[src/rtl/btree_pkg.sv]
// btree_pkg: shared types and helpers for the binary split tree controller.
//   state_t     - controller phases
//   leaf_w      - width of a leaf index for a given leaf count
//   node_cnt    - number of internal valve nodes (heap order)
//   child_idx   - heap child index: 2i+1 for the a-branch, 2i+2 for the b-branch
//   cnt_w       - phase counter width that cannot wrap for any phase length
package btree_pkg;

    typedef enum logic [2:0] {
        IDLE,
        ROUTE,
        DISPENSE,
        PURGE,
        DONE
    } state_t;

    function automatic int leaf_w(input int leaves);
        return (leaves > 1) ? $clog2(leaves) : 1;
    endfunction

    function automatic int node_cnt(input int leaves);
        return leaves - 1;
    endfunction

    function automatic int child_idx(input int node, input logic dir);
        return 2 * node + 1 + int'(dir);
    endfunction

    function automatic int cnt_w(input int vol_w, input int settle_cyc, input int purge_cyc);
        int w;
        w = vol_w;
        if ($clog2(settle_cyc + 1) > w) w = $clog2(settle_cyc + 1);
        if ($clog2(purge_cyc + 1) > w) w = $clog2(purge_cyc + 1);
        return w;
    endfunction

endpackage

[src/rtl/binary_split_tree_ctrl_if.sv]
// binary_split_tree_ctrl_if: host command channel of the split tree controller.
//   cmd_valid - command offered by the host
//   cmd_ready - controller can accept a command
//   cmd_leaf  - target leaf index
//   cmd_vol   - pump-on cycle count
// Modports: master (host side), slave (controller side).
interface binary_split_tree_ctrl_if
    import btree_pkg::*;
#(
    parameter int LEAVES = 32,
    parameter int VOL_W  = 8
) ();

    localparam int LW = leaf_w(LEAVES);

    logic             cmd_valid;
    logic             cmd_ready;
    logic [LW-1:0]    cmd_leaf;
    logic [VOL_W-1:0] cmd_vol;

    modport master (
        output cmd_valid,
        output cmd_leaf,
        output cmd_vol,
        input  cmd_ready
    );

    modport slave (
        input  cmd_valid,
        input  cmd_leaf,
        input  cmd_vol,
        output cmd_ready
    );

endinterface

[src/rtl/btree_path_decode.sv]
// btree_path_decode: combinational leaf-to-valve decoder.
//   leaf     - target leaf index
//   path_en  - internal nodes on the root-to-leaf path (heap order)
//   path_dir - branch taken at each active node; 0 = a-branch, 1 = b-branch
// Level k consumes leaf bit (N-1-k), so the MSB steers the root valve.
module btree_path_decode
    import btree_pkg::*;
#(
    parameter int LEAVES = 32
) (
    input  logic [$clog2(LEAVES)-1:0] leaf,
    output logic [LEAVES-2:0]         path_en,
    output logic [LEAVES-2:0]         path_dir
);

    localparam int LW = leaf_w(LEAVES);

    logic [LW-1:0] node;
    logic [LW-1:0] rem;
    logic          dir_bit;

    // Walk from the root, shifting the leaf left so the steering bit is always the MSB.
    // The child index after the last level is past the node range and is discarded.
    always_comb begin
        path_en  = '0;
        path_dir = '0;
        node     = '0;
        rem      = leaf;
        dir_bit  = 1'b0;
        for (int k = 0; k < LW; k++) begin
            dir_bit        = rem[LW-1];
            path_en[node]  = 1'b1;
            path_dir[node] = dir_bit;
            node           = LW'(child_idx(int'(node), dir_bit));
            rem            = rem << 1;
        end
    end

endmodule

[src/rtl/binary_split_tree_ctrl.sv]
// binary_split_tree_ctrl: sequencing controller for a 2^N-leaf fluidic split tree.
//   clk, rst   - clock; synchronous active-high reset
//   cmd        - command channel (valid/ready, leaf, vol), slave side
//   abort      - cancel the in-flight command (honoured in ROUTE and DISPENSE)
//   path_en    - valve enables for the active path
//   path_dir   - valve directions on the active path
//   pump_en    - source pump, high for exactly vol cycles
//   purge_en   - purge flow (only with BTREE_PURGE_EN)
//   done       - one-cycle completion pulse with done_leaf / done_abort
// Build option: define BTREE_PURGE_EN to include the PURGE phase; otherwise
// dispense, zero volume and abort all finish straight into DONE.
module binary_split_tree_ctrl
    import btree_pkg::*;
#(
    parameter int LEAVES     = 32,
    parameter int SETTLE_CYC = 4,
    parameter int PURGE_CYC  = 8,
    parameter int VOL_W      = 8
) (
    input  logic                          clk,
    input  logic                          rst,
    binary_split_tree_ctrl_if.slave       cmd,
    input  logic                          abort,
    output logic [LEAVES-2:0]             path_en,
    output logic [LEAVES-2:0]             path_dir,
    output logic                          pump_en,
    output logic                          purge_en,
    output logic                          done,
    output logic [$clog2(LEAVES)-1:0]     done_leaf,
    output logic                          done_abort
);

    localparam int LW    = leaf_w(LEAVES);
    localparam int NODES = node_cnt(LEAVES);
    localparam int CW    = cnt_w(VOL_W, SETTLE_CYC, PURGE_CYC);

    state_t           state, state_d;
    logic [CW-1:0]    cnt, cnt_d;
    logic [LW-1:0]    leaf_q, leaf_d;
    logic [VOL_W-1:0] vol_q, vol_d;
    logic             abort_q, abort_d;
    logic             ready_q;
    logic [LW-1:0]    dec_leaf;
    logic [NODES-1:0] dec_en, dec_dir;
    logic             active_d;
    state_t           after_state;
    logic [CW-1:0]    after_cnt;

    // On the accept cycle the leaf is not latched yet, so decode straight from the bus
    // so that the path is valid in the first cycle after accept.
    assign dec_leaf = (state == IDLE) ? cmd.cmd_leaf : leaf_q;

    btree_path_decode #(.LEAVES(LEAVES)) u_decode (
        .leaf     (dec_leaf),
        .path_en  (dec_en),
        .path_dir (dec_dir)
    );

    assign cmd.cmd_ready = ready_q;

`ifdef BTREE_PURGE_EN
    assign after_state = PURGE;
    assign after_cnt   = CW'(PURGE_CYC);
`else
    assign after_state = DONE;
    assign after_cnt   = '0;
`endif

    assign active_d = (state_d == ROUTE) || (state_d == DISPENSE) || (state_d == PURGE);

    // Next-state logic. cnt holds the cycles left in the current phase, loaded with the
    // full phase length on entry, so a phase ends in the cycle where cnt is 1.
    // Abort takes priority over a phase that would end naturally in the same cycle.
    always_comb begin
        state_d = state;
        cnt_d   = cnt;
        leaf_d  = leaf_q;
        vol_d   = vol_q;
        abort_d = abort_q;
        case (state)
            IDLE: begin
                if (cmd.cmd_valid && ready_q) begin
                    state_d = ROUTE;
                    cnt_d   = CW'(SETTLE_CYC);
                    leaf_d  = cmd.cmd_leaf;
                    vol_d   = cmd.cmd_vol;
                    abort_d = 1'b0;
                end
            end
            ROUTE: begin
                if (abort) begin
                    state_d = after_state;
                    cnt_d   = after_cnt;
                    abort_d = 1'b1;
                end else if (cnt == CW'(1)) begin
                    if (vol_q != '0) begin
                        state_d = DISPENSE;
                        cnt_d   = CW'(vol_q);
                    end else begin
                        state_d = after_state;
                        cnt_d   = after_cnt;
                    end
                end else begin
                    cnt_d = cnt - CW'(1);
                end
            end
            DISPENSE: begin
                if (abort) begin
                    state_d = after_state;
                    cnt_d   = after_cnt;
                    abort_d = 1'b1;
                end else if (cnt == CW'(1)) begin
                    state_d = after_state;
                    cnt_d   = after_cnt;
                end else begin
                    cnt_d = cnt - CW'(1);
                end
            end
`ifdef BTREE_PURGE_EN
            PURGE: begin
                if (cnt == CW'(1)) begin
                    state_d = DONE;
                    cnt_d   = '0;
                end else begin
                    cnt_d = cnt - CW'(1);
                end
            end
`endif
            DONE: begin
                state_d = IDLE;
            end
            default: begin
                state_d = IDLE;
            end
        endcase
    end

    // State and registered outputs; every output is a function of the next state so it
    // lines up with the phase it belongs to.
    always_ff @(posedge clk) begin
        if (rst) begin
            state      <= IDLE;
            cnt        <= '0;
            leaf_q     <= '0;
            vol_q      <= '0;
            abort_q    <= 1'b0;
            ready_q    <= 1'b0;
            path_en    <= '0;
            path_dir   <= '0;
            pump_en    <= 1'b0;
            done       <= 1'b0;
            done_leaf  <= '0;
            done_abort <= 1'b0;
        end else begin
            state      <= state_d;
            cnt        <= cnt_d;
            leaf_q     <= leaf_d;
            vol_q      <= vol_d;
            abort_q    <= abort_d;
            ready_q    <= (state_d == IDLE);
            path_en    <= active_d ? dec_en : '0;
            path_dir   <= active_d ? dec_dir : '0;
            pump_en    <= (state_d == DISPENSE);
            done       <= (state_d == DONE);
            done_leaf  <= (state_d == DONE) ? leaf_d : '0;
            done_abort <= (state_d == DONE) ? abort_d : 1'b0;
        end
    end

`ifdef BTREE_PURGE_EN
    // Purge flow follows the PURGE phase; the path stays open meanwhile.
    always_ff @(posedge clk) begin
        if (rst) begin
            purge_en <= 1'b0;
        end else begin
            purge_en <= (state_d == PURGE);
        end
    end
`else
    assign purge_en = 1'b0;
`endif

endmodule
[src/flat_wrapper.sv]
// flat-port wrapper written by rule: the top's interface ports become plain ports
module binary_split_tree_ctrl_flat import btree_pkg::*;
#(
    parameter int LEAVES     = 32,
    parameter int SETTLE_CYC = 4,
    parameter int PURGE_CYC  = 8,
    parameter int VOL_W      = 8
)
  (clk, rst, abort, path_en, path_dir, pump_en, purge_en, done, done_leaf, done_abort, cmd_cmd_valid, cmd_cmd_leaf, cmd_cmd_vol, cmd_cmd_ready);
  binary_split_tree_ctrl_if #(.LEAVES(LEAVES), .VOL_W(VOL_W)) cmd_i ();
  input  logic clk;
  input  logic rst;
  input  logic abort;
  output logic [LEAVES-2:0] path_en;
  output logic [LEAVES-2:0] path_dir;
  output logic pump_en;
  output logic purge_en;
  output logic done;
  output logic [$clog2(LEAVES)-1:0] done_leaf;
  output logic done_abort;
  input wire logic [$bits(cmd_i.cmd_valid)-1:0] cmd_cmd_valid;
  input wire logic [$bits(cmd_i.cmd_leaf)-1:0] cmd_cmd_leaf;
  input wire logic [$bits(cmd_i.cmd_vol)-1:0] cmd_cmd_vol;
  output wire logic [$bits(cmd_i.cmd_ready)-1:0] cmd_cmd_ready;
  assign cmd_i.cmd_valid = cmd_cmd_valid;
  assign cmd_i.cmd_leaf = cmd_cmd_leaf;
  assign cmd_i.cmd_vol = cmd_cmd_vol;
  assign cmd_cmd_ready = cmd_i.cmd_ready;
  binary_split_tree_ctrl #(.LEAVES(LEAVES), .SETTLE_CYC(SETTLE_CYC), .PURGE_CYC(PURGE_CYC), .VOL_W(VOL_W)) u_core (.clk(clk), .rst(rst), .cmd(cmd_i), .abort(abort), .path_en(path_en), .path_dir(path_dir), .pump_en(pump_en), .purge_en(purge_en), .done(done), .done_leaf(done_leaf), .done_abort(done_abort));
endmodule
[config.mk]
export PLATFORM = sky130hd
export DESIGN_NAME = binary_split_tree_ctrl_flat
export DESIGN_NICKNAME = d
export VERILOG_FILES = /design/src/rtl/btree_pkg.sv /design/src/rtl/binary_split_tree_ctrl_if.sv /design/src/rtl/btree_path_decode.sv /design/src/rtl/binary_split_tree_ctrl.sv /design/src/flat_wrapper.sv
export SDC_FILE = /design/constraint.sdc
export NUM_CORES = 1
export LEC_CHECK = 0
export ABC_AREA = 1
export CORE_ASPECT_RATIO = 0.7
export CORE_UTILIZATION = 55
export CTS_CLUSTER_DIAMETER = 120
export DETAILED_ROUTE_END_ITERATION = 8
export GPL_TIMING_DRIVEN = 1
export PLACE_DENSITY = 0.8
export SYNTH_ARGS = -nofsm -noshare
export SYNTH_HDL_FRONTEND = slang
export SYNTH_SLANG_ARGS = --single-unit
[constraint.sdc]
create_clock -name clk -period 5.7 [get_ports clk]
set_clock_uncertainty 0.05 [all_clocks]
set_input_delay 0.855 -clock clk [delete_from_list [all_inputs] [get_ports clk]]
set_output_delay 0.855 -clock clk [all_outputs]
set_load 0.005 [all_outputs]
==> impl_metrics.toml, run 1 <==
[route]
met2WireLength_um = 5210
drcViolationCount = 0
firstDrtPassIters = 5
ant_nets = 0
wl_met1_um = 6060
drt-initial-drc-count = 464
viasPerCell = 5.52
drt_wl_total_um = 12700
dr_wl_met3_um = 1320
num_vias = 4493
top_layer_used = "met4"
routedWlPerCell_um = 15.6

[floorplanning]
row_count = 27
die_w_um = 110
die_area_um2 = 8550
coreArea_um2 = 7910
initial_core_util_pct = 56.9
io_pins = 89
die_h_um = 77.7

[timing]
maxSlewViolCount = 0
finalSetupTns_ns = 0
fmax_mhz = 260
setup_ws_ns = 1.85
finalHoldViolations = 0
fin_crit_sh_pct = 67.5
rsz0062_at_grt = "false"
relSlewSlack_pct = 37.5
tightest_slew_ns = 0.935
min_period_ns = 3.85
setup_viol = 0
whs_ns = 0.431

[clock_network]
hold_buffers = 0
ctsResizeCount = 0
clock_path_buffers = 2
cts_tree = "done"
clock-sinks = 96
cts_made_buffers = 9
htreeDepth = 3
cts_setup_buffers = 0
cts_root_buf = "clkbuf_16"
insertion_delay_ns = 0.34
path_clk_slew_ns = 0.07

[pwr]
power.leakage_nw = 2.36
vdd_drop_max_mv = 0.224
cellPowerDensity_nw_per_um2 = 291
power_w = 0.00165

[setup_path]
path_common_cell = "inv_1"
endpoint_kind = "flip-flop"
slowest_stage = "clkdlybuf4s50_1"
cp_cell_sequence = "clkdlybuf4s50_1, inv_1, nand3_1, nand2_2, inv_1, ha_1, inv_1, nand2_1, nand2_2, inv_1, nand3_1, nand2_1, nand3_2, nor2_2, nand3_1, nand2_1, nor2_1"
start_kind = "input port"
cp_data_required_time_ns = 5.89
critPathMaxFanout = 12
critPathKind = "input port to flip-flop"
critPathArrivalTime_ns = 4.03
critical_path_buf_inv_count = 5
crit_family = "simple AND/OR/NAND/NOR gates"
slowest_delay_ns = 0.49

[yosys]
yosys_warnings = 0
synth_seq_cells = 96
synth-edff-count = 0
syn_area_um2 = 4500
synthFlopType = "dfxtp_1"
synthDistinctLibCells = 31
synth.avg_cell_area_um2 = 7.07
synth_fp_nets = 666
syn_inst = 636
synth-async-reset-ratio_pct = 0
yosysSeqAreaShare_pct = 42.7

[layout]
final_cell_mix = "nand2_1 (111), nor2_1 (104), dfxtp_1 (96)"
fin_area_um2 = 5660
final_common_cell = "nand2_1"
syn_to_final_growth_pct = 25.7
fin_nets = 738
layout-drive-gt1-share_pct = 6.17
diodes = 0

[placement]
place_ws_ns = 1.60
gp_congestion = 1.00
portBuffers = 87
placed_area_um2 = 5360
dpl.hpwl_um = 9170

[grt]
track_usage_pct = 30.8
grt_pass1_vias = 4072
gr-total-overflow = 0
antenna_found_initial = 0
grt_pass1_wl_um = 20000
grt_max_degree = 40

[job]
cap_viol_max_count = 0

[hold_path]
hold_class = "flip-flop to flip-flop"

[run_status]
outcome = "completed"
cell families (layout without fill, tap and decap cells):
group	count (synthesis)	count (layout)	share of synthesized area (%)
other cells	1	1	0.0833
fa+ha+maj	13	13	3.62
mux	1	1	0.222
simple gates	314	314	31.2
buf+inv	114	191	10.5
compound gates	97	97	11.6
flops	96	96	42.7
area by class of cell:
| cell class | count | area [um^2] |
|---|---|---|
| Inverter | 86 | 323 |
| Clock inverter | 7 | 70.1 |
| Fill cell | 654 | 2250 |
| Tap cell | 101 | 126 |
| Clock buffer | 9 | 225 |
| Sequential cell | 96 | 1920 |
| Multi-Input combinational cell | 426 | 2100 |
| Timing Repair Buffer | 89 | 886 |
power breakdown:
| group | switching, W | internal (W) |
|---|---|---|
| Combinational | 0.000253 | 0.0000981 |
| Clock | 0.000257 | 0.000341 |
| Sequential | 0.00000798 | 0.000691 |
per-stage QoR:
step	utilization [%]	cells
5_1_grt	71.6	814
6_report	71.6	814
4_1_cts	71.6	814
3_5_place_dp	67.8	798
2_1_floorplan	-	636
3_3_place_gp	67.8	798
layer usage:
layer	GRT usage (%)	up-vias
li1	-	2189
met1	44.9	2047
met2	44.2	240
met3	8.57	17
met4	8.42	0
met5	0	-
final timing paths:
| kind | from | end | slack (ns) | cells after the start |
|---|---|---|---|---|
| worst max-delay path | cmd_cmd_leaf[2] | u_core.path_dir[6] | 1.85 | 17 |
| worst max register to register | u_core.state[2] | u_core.path_dir[6] | 2.12 | 17 |
| worst min register to register | u_core.vol_q[3] | u_core.vol_q[3] | 0.43 | 2 |
| worst min-delay path | u_core.vol_q[3] | u_core.vol_q[3] | 0.43 | 2 |
flip-flops by register name (all words and copies together), names as in the netlist, 3 cells and up:
signal	count
u_core.path_dir	31
u_core.path_en	31
u_core.cnt	8
u_core.vol_q	8
u_core.done_leaf	5
u_core.leaf_q	5
u_core.state	3
synth_stat cells, types with 6 or more instances:
master	n	area (um^2)
clkbuf_1	10	37.5
buf_2	9	45.0
o21a_1	6	45.0
nand4_1	33	206
nand2_2	8	50.1
nand3_1	43	215
nand2_1	111	417
dfxtp_1	96	1920
a21oi_1	49	245
ha_1	13	163
nor2_1	104	390
inv_2	7	26.3
inv_1	79	297
o21ai_0	31	155
tightest hold or removal path, stage by stage, from the launching register on:
cell	delay, ns
dfxtp_1	0.30
inv_1	0.08
a21oi_1	0.06
No activity file was read; power rests on OpenSTA's default activity.
==> inputs of run 2 (changes only) <==
CORE_UTILIZATION = 52   (was 55)
PLACE_DENSITY = 0.76   (was 0.8)
clock period = 3.8 ns   (was 5.7 ns; I/O delays follow)
==> run 2 against run 1 <==
  * Cell area increased by 0.60%
  * Sequential power is 50% higher
  * Cell count up 0.74%
  * First-iteration DRC count up 46%
  * Via count is 1.8% higher
  * Die area increased by 5.6%
  * Setup slack got worse by 1.4 ns
  * Critical path type is now flip-flop to flip-flop
  * Critical endpoint is now u_core.path_en[12]
==> impl_metrics.toml, run 2 (synthesis results as in run 1) <==
[pwr]
power.internal_w = 0.00165
power_frac_seq_pct = 43.1
clockPowerShare_pct = 35.0
switching_power_w = 0.000779
vdd_drop_max_mv = 0.336
switching_share_pct = 32.0
cellPowerDensity_nw_per_um2 = 427
combPwrFrac_pct = 21.9
power.leakage_nw = 2.38

[route]
drt_wl_total_um = 12600
ant_nets = 0
drt-initial-drc-count = 677
firstDrtPassIters = 5
routedWlPerCell_um = 15.4
viasPerCell = 5.58
num_vias = 4574
drcViolationCount = 0

[setup_path]
critPathMaxFanout = 15
r2r-start = "u_core.state[2]"
critPathKind = "flip-flop to flip-flop"
start_kind = "flip-flop"
endpoint_kind = "flip-flop"
critPathArrivalTime_ns = 3.51
reg2regPathDepth = 17
cp_data_required_time_ns = 4.01
r2r-end = "u_core.path_en[12]"
r2r_setup_slack_ns = 0.50

[floorplanning]
coreArea_um2 = 8110
die_h_um = 79.8
row_count = 27
initial_core_util_pct = 55.5
io_pins = 89
die_area_um2 = 9030
die_w_um = 113

[clock_network]
path_clk_slew_ns = 0.07
cts_tree = "done"
insertion_delay_ns = 0.35
hold_buffers = 0
clock_path_buffers = 2
htreeDepth = 3
cts_root_buf = "clkbuf_16"
cts_made_buffers = 9
clock-sinks = 96

[timing]
tightest_slew_ns = 0.631
finalHoldViolations = 0
fmax_mhz = 303
fin_crit_sh_pct = 86.9
min_period_ns = 3.30
setup_viol = 0
relSlewSlack_pct = 57.9
maxSlewViolCount = 0
finalSetupTns_ns = 0
rsz0062_at_grt = "false"

[grt]
grt_max_degree = 40
grt_pass1_wl_um = 20500
antenna_found_initial = 0
gr-total-overflow = 0
track_usage_pct = 29.5
grt_pass1_vias = 4177

[hold_path]
min-delay-start = "u_core.cnt[6]"
min_path_cells = 2
hold_class = "flip-flop to flip-flop"
hold_end = "u_core.cnt[6]"

[layout]
syn_to_final_growth_pct = 26.5
fin_nets = 744
final_cell_mix = "nand2_1 (110), nor2_1 (104), dfxtp_1 (96)"
final_common_cell = "nand2_1"
fin_area_um2 = 5690
largestRegisters = "u_core.path_dir: 31 flops, u_core.path_en: 31 flops"
diodes = 0
layout-drive-gt1-share_pct = 7.09

[run_status]
outcome = "completed"

[placement]
portBuffers = 87
placed_area_um2 = 5410
gp_congestion = 1.04
dpl.hpwl_um = 9120

[job]
cap_viol_max_count = 0
==> run 2: worst max-delay path by stage <==
stage                                from                   to  slack [ns]  cells after the start
after floorplan           u_core.state[2]  u_core.path_dir[30]        1.07                     17
after global placement    cmd_cmd_leaf[2]   u_core.path_dir[6]        0.27                     17
after detailed placement  cmd_cmd_leaf[2]   u_core.path_dir[4]        0.09                     17
after CTS                 u_core.state[2]   u_core.path_dir[5]        0.40                     17
after global routing      cmd_cmd_leaf[2]  u_core.path_dir[12]        0.15                     18
final                     u_core.state[2]   u_core.path_en[12]        0.50                     17
==> run 2: power groups by stage <==
stage	clock (W)	combinational [W]	sequential (W)
after CTS	0.000862	0.000512	0.00105
after global routing	0.000908	0.000581	0.00105
after global placement	0	0.000492	0.00107
after floorplan	0	0.000370	0.00107
after detailed placement	0	0.000508	0.00107
final	0.000850	0.000534	0.00105
==> run 2: metal layers <==
metal / vias to the layer above / track usage [%] / routed length, um
met4: 0 / 9.34 / 184
met2: 312 / 43.1 / 5160
met5: - / 0 / 0
met3: 22 / 8.88 / 1610
met1: 2039 / 41.3 / 5690
li1: 2201 / - / -
==> run 2: repair_timing <==
action	in CTS	in global routing
gates resized for setup	0	1
buffers inserted	0	0
setup endpoints to repair	0	1
==> run 2: worst max-delay path, cell delays in order (launching register included) <==
cell and delay, ns:
dfxtp_1 0.33, nor2_4 0.14, nand2_2 0.08, inv_1 0.21
o21a_1 0.33, inv_1 0.18, ha_1 0.39, inv_1 0.11
nand2_1 0.07, nand2_2 0.13, nor2_1 0.07, nand3_1 0.12
inv_1 0.07, nand2_2 0.13, nand2_4 0.14, nor2_4 0.29
nand3_1 0.15, a21oi_1 0.21
==> run 2: area by class of cell <==
class,instances,area (um^2)
clock inverters,6,42.5
inverters,86,323
well taps,101,126
repair buffers,95,931
clock buffers,10,239
multi-input cells,426,2110
fillers,694,2420
flip-flops and latches,96,1920
==> run 2: stage by stage <==
stage               cells  total power [W]  setup slack, ns  hold slack, ns  util (%)
finish                820          0.00243            0.499           0.439      70.2
global route          820          0.00254            0.153           0.469      70.2
CTS                   820          0.00242            0.400           0.440      70.2
detailed placement    804          0.00158           0.0900           0.431      66.7
global placement      804          0.00156            0.274           0.419      66.7
floorplan             636          0.00144             1.07           0.395         -
==> inputs of run 3 (changes only) <==
GPL_ROUTABILITY_DRIVEN = 1   (was default)
==> results of run 3 <==
The final DEF is identical to that of run 2; final timing and power are the same.
